<file path="src/rtl/alu_issue_queue.sv">
// Command FIFO, issue register and output register in front of the combinational alu.
// Both handshakes depend only on registered state, never on the ALU path.
module alu_issue_queue #(
   parameter int DATA_W = 8,
   parameter int DEPTH  = 4
) (
   input  logic                     clk,
   input  logic                     rst_n,
   input  logic                     in_valid,
   output logic                     in_ready,
   input  logic [DATA_W-1:0]        in_a,
   input  logic [DATA_W-1:0]        in_b,
   input  logic [1:0]               in_opcode,
   output logic [DATA_W-1:0]        alu_a,
   output logic [DATA_W-1:0]        alu_b,
   output logic [1:0]               alu_opcode,
   input  logic [DATA_W-1:0]        alu_result,
   output logic                     out_valid,
   input  logic                     out_ready,
   output logic [DATA_W-1:0]        out_result,
   output logic [1:0]               out_opcode,
   output logic [$clog2(DEPTH):0]   count
);

   localparam int AW = $clog2(DEPTH);
   localparam int CW = AW + 1;
   localparam int EW = 2 + 2 * DATA_W;

   logic [EW-1:0]     mem_q [DEPTH];
   logic [AW-1:0]     wr_ptr_q, wr_ptr_d;
   logic [AW-1:0]     rd_ptr_q, rd_ptr_d;
   logic [CW-1:0]     count_q, count_d;
   logic              iss_valid_q, iss_valid_d;
   logic [DATA_W-1:0] iss_a_q, iss_a_d;
   logic [DATA_W-1:0] iss_b_q, iss_b_d;
   logic [1:0]        iss_op_q, iss_op_d;
   logic              out_valid_q, out_valid_d;
   logic [DATA_W-1:0] out_result_q, out_result_d;
   logic [1:0]        out_opcode_q, out_opcode_d;

   logic              push, pop, out_load;
   logic [EW-1:0]     head;

   always_comb begin
      in_ready = (count_q < CW'(DEPTH));
      push     = in_valid && in_ready;
      out_load = iss_valid_q && (!out_valid_q || out_ready);
      pop      = (count_q != '0) && (!iss_valid_q || out_load);
      head     = mem_q[rd_ptr_q];

      wr_ptr_d     = push ? wr_ptr_q + AW'(1) : wr_ptr_q;
      rd_ptr_d     = pop  ? rd_ptr_q + AW'(1) : rd_ptr_q;
      count_d      = count_q;
      if (push && !pop)
         count_d = count_q + CW'(1);
      else if (!push && pop)
         count_d = count_q - CW'(1);

      // ISS data only changes on pop so the ALU inputs hold their last issued values.
      iss_valid_d  = iss_valid_q;
      iss_a_d      = iss_a_q;
      iss_b_d      = iss_b_q;
      iss_op_d     = iss_op_q;
      if (pop) begin
         iss_valid_d = 1'b1;
         iss_op_d    = head[EW-1 -: 2];
         iss_a_d     = head[2*DATA_W-1 -: DATA_W];
         iss_b_d     = head[DATA_W-1:0];
      end else if (out_load) begin
         iss_valid_d = 1'b0;
      end

      out_valid_d  = out_valid_q;
      out_result_d = out_result_q;
      out_opcode_d = out_opcode_q;
      if (out_load) begin
         out_valid_d  = 1'b1;
         out_result_d = alu_result;
         out_opcode_d = iss_op_q;
      end else if (out_valid_q && out_ready) begin
         out_valid_d  = 1'b0;
      end
   end

   always_ff @(posedge clk) begin
      if (push)
         mem_q[wr_ptr_q] <= {in_opcode, in_a, in_b};
   end

   always_ff @(posedge clk or negedge rst_n) begin
      if (!rst_n) begin
         wr_ptr_q     <= '0;
         rd_ptr_q     <= '0;
         count_q      <= '0;
         iss_valid_q  <= 1'b0;
         iss_a_q      <= '0;
         iss_b_q      <= '0;
         iss_op_q     <= '0;
         out_valid_q  <= 1'b0;
         out_result_q <= '0;
         out_opcode_q <= '0;
      end else begin
         wr_ptr_q     <= wr_ptr_d;
         rd_ptr_q     <= rd_ptr_d;
         count_q      <= count_d;
         iss_valid_q  <= iss_valid_d;
         iss_a_q      <= iss_a_d;
         iss_b_q      <= iss_b_d;
         iss_op_q     <= iss_op_d;
         out_valid_q  <= out_valid_d;
         out_result_q <= out_result_d;
         out_opcode_q <= out_opcode_d;
      end
   end

   assign alu_a      = iss_a_q;
   assign alu_b      = iss_b_q;
   assign alu_opcode = iss_op_q;
   assign out_valid  = out_valid_q;
   assign out_result = out_result_q;
   assign out_opcode = out_opcode_q;
   assign count      = count_q;

endmodule

</file>
<file path="config.mk">
export PLATFORM = sky130hd
export DESIGN_NAME = alu_issue_queue
export DESIGN_NICKNAME = d
export VERILOG_FILES = /design/src/rtl/alu_issue_queue.sv
export SDC_FILE = /design/constraint.sdc
export NUM_CORES = 1
export LEC_CHECK = 0
export ABC_AREA = 1
export CORE_ASPECT_RATIO = 0.5
export CORE_MARGIN = 10
export CORE_UTILIZATION = 45
export CTS_BUF_LIST = sky130_fd_sc_hd__clkbuf_4
export DETAILED_ROUTE_END_ITERATION = 12
export PLACE_DENSITY = 0.68
export SLEW_MARGIN = 20
export SYNTH_ARGS = -nofsm -noshare
export SYNTH_HDL_FRONTEND = slang
export SYNTH_SLANG_ARGS = --single-unit
</file>
<file path="constraint.sdc">
create_clock -name clk -period 3.8 [get_ports clk]
set_input_delay 0.76 -clock clk [delete_from_list [all_inputs] [get_ports clk]]
set_output_delay 0.76 -clock clk [all_outputs]
set_load 0.02 [all_outputs]
</file>
==> results.json <==
{
  "htreeDepth": 3,
  "grt_pass1_vias": 2887,
  "worst-path-buf-inv": 2,
  "syn-num-nets": 492,
  "die_h_um": 91.56,
  "yosys.area.top_type": "edfxtp_1",
  "max_cap_viol_count": 0,
  "wl_per_cell_um": 13.37,
  "worstMarginPinSlew_ns": 0.8381,
  "arrival_ns": 1.61,
  "path_cells": "inv_1, clkdlybuf4s50_1",
  "drc": 0,
  "ys_seq_elements": 109,
  "hold_path_class": "in -> async",
  "cp_max_fo": 4,
  "cts_made_buffers": 9,
  "synth.distinct_cells": 19,
  "place.port_buffers": 62,
  "period_minus_slack_ns": 2.366,
  "tns_ns": 0,
  "topRoutingLayerUsed": "met4",
  "r2r-start": "iss_valid_q",
  "postSynthAreaPerCell_um2": 10.11,
  "synth.top_cell.area_share_pct": 46.92,
  "holdBufCountCts": 0,
  "drtPass1Iterations": 4,
  "antenna_found_initial": 0,
  "cp_slowest_cell": "clkdlybuf4s50_1",
  "clock-sinks": 109,
  "worstPathRequired_ns": 3.04,
  "clk_latency_ns": 0.47,
  "dp_hpwl_um": 5653,
  "drtAntennaViolNets": 0,
  "ios": 63,
  "cp_top_family": "buffers and inverters",
  "crit_start": "count[2]",
  "synth_area_leaders": "edfxtp_1, dfrtp_1, nand2_1",
  "cp-end-kind": "output port",
  "path_clk_slew_ns": 0.17,
  "finalCritPeriodShare_pct": 62.25,
  "wl_met3_um": 687,
  "seq_area_frac_synth_pct": 67.01,
  "routabilityCongestion": 0.7621,
  "critPathKind": "reg -> out",
  "synth_area_um2": 4608,
  "vias": 2974,
  "dieArea_um2": 14930,
  "cts.repair.resized": 0,
  "ys_warn_count": 0,
  "slew_viol_final": 0,
  "drive_gt1_share_pct": 5.153,
  "power_density_nw_per_um2": 757.0,
  "die_w_um": 163.1,
  "syn_inst": 456,
  "p_leak_uw": 0.002561,
  "syn2layout_area_growth_pct": 18.84,
  "wl_met2_um": 3994,
  "cts-root-buf": "clkbuf_4",
  "fin_skew_ns": 0.01692,
  "fin_util_pct": 56.48,
  "clockBufferDepth": 2,
  "outcome": "finished clean",
  "hold_viol": 0,
  "nets": 555,
  "cts_tree": "yes",
  "grt_max_degree": 38,
  "wirelength_um": 8809,
  "overflow": 0,
  "grt_pass1_wl_um": 14440,
  "initial_core_util_pct": 47.52,
  "crit_path_start_kind": "flop",
  "slew-limit-headroom_pct": 44.13,
  "placementRows": 25,
  "cp_slowest_stage_delay_ns": 0.62,
  "setup_violations": 0,
  "via_per_inst": 4.513,
  "rsz0062_at_grt": "no",
  "core_area_um2": 9697,
  "fmax_mhz": 422.7,
  "cts_setup_buffers": 0,
  "peakVddDrop_uv": 251.8,
  "diodes": 0,
  "wl_met1_um": 3980,
  "drtIter0Drc": 215,
  "track_usage_pct": 12.29
}
## stage by stage
| stage | setup WS (ns) | hold WS [ns] | cells | area [µm²] | power, µW |
|---|---|---|---|---|---|
| 6_report | 1.434 | 0.3581 | 659 | 5477 | 4146 |
| 3_3_place_gp | 1.091 | 0.4535 | 643 | 5318 | 3567 |
| 3_5_place_dp | 1.042 | 0.4576 | 643 | 5318 | 3593 |
| 4_1_cts | 1.380 | 0.3597 | 659 | 5477 | 4196 |
| 2_1_floorplan | 1.586 | 0.4644 | 456 | 4608 | 2959 |
| 5_1_grt | 1.347 | 0.3899 | 659 | 5477 | 4469 |
## path summary, 6_finish.rpt
path,end,slack (ns),depth (start not counted)
setup / recovery,in_ready,1.43,2
hold / removal,out_result[1],0.36,1
setup reg to reg,count[2],1.61,8
hold reg to reg,out_result[3],0.49,2
max in group asynchronous,alu_a[1],2.90,1
min in group clk,out_result[3],0.49,2
## kinds of logic after synthesis
family          count (synthesis)  share of synthesized area, %
buf+inv                       103                         9.747
compound gates                  2                        0.2170
simple gates                  231                         20.28
xor+xnor                        5                        0.9505
flops                         109                         67.01
fa+ha+maj                       6                         1.792
## power breakdown
| group | internal (µW) | switching [µW] | total [µW] |
|---|---|---|---|
| clock | 216 | 392 | 608 |
| combinational | 677 | 1110 | 1780 |
| sequential | 1590 | 161 | 1750 |
## state kept, by name, summed over array words and instances, names as in the netlist
| name | cells |
|---|---|
| mem_q | 72 |
| alu_a | 8 |
| alu_opcode | 2 |
| count | 3 |
| out_valid | 1 |
| rd_ptr_q | 2 |
| out_result | 8 |
| alu_b | 8 |
| out_opcode | 2 |
| wr_ptr_q | 2 |
| iss_valid_q | 1 |
## cell type report
type	count	area, µm²
fill	843	4220
sequential	109	3088
multi-input combinational	244	1071
timing repair buffer	68	660.6
inverter	87	329.1
tap	135	168.9
clock inverter	7	91.34
clock buffer	9	67.56
## cells in the final DEF, fill, tap and decap left out, drive strengths merged, types with 3 or more instances in the layout
cell type,instances
buf,7
nand2,178
ha,5
clkbuf,9
dfrtp,37
nand3,48
clkdlybuf4s50,61
nor2,5
edfxtp,72
inv,90
xor2,3
## routing by layer
layer  vias up  GRT usage [%]
met5         -              0
met4         0          4.925
met3        13          3.784
met2        80          19.01
met1      1347          15.78
li1       1534              -
## synth_stat cells (all sizes together)
cell type,n
edfxtp,72
o21ai,2
xnor2,2
ha,5
dfrtp,37
nand2,178
xor2,3
fa,1
nor2,5
nand3,48
buf,16
inv,87
No activity file was read; power rests on OpenSTA's default activity.
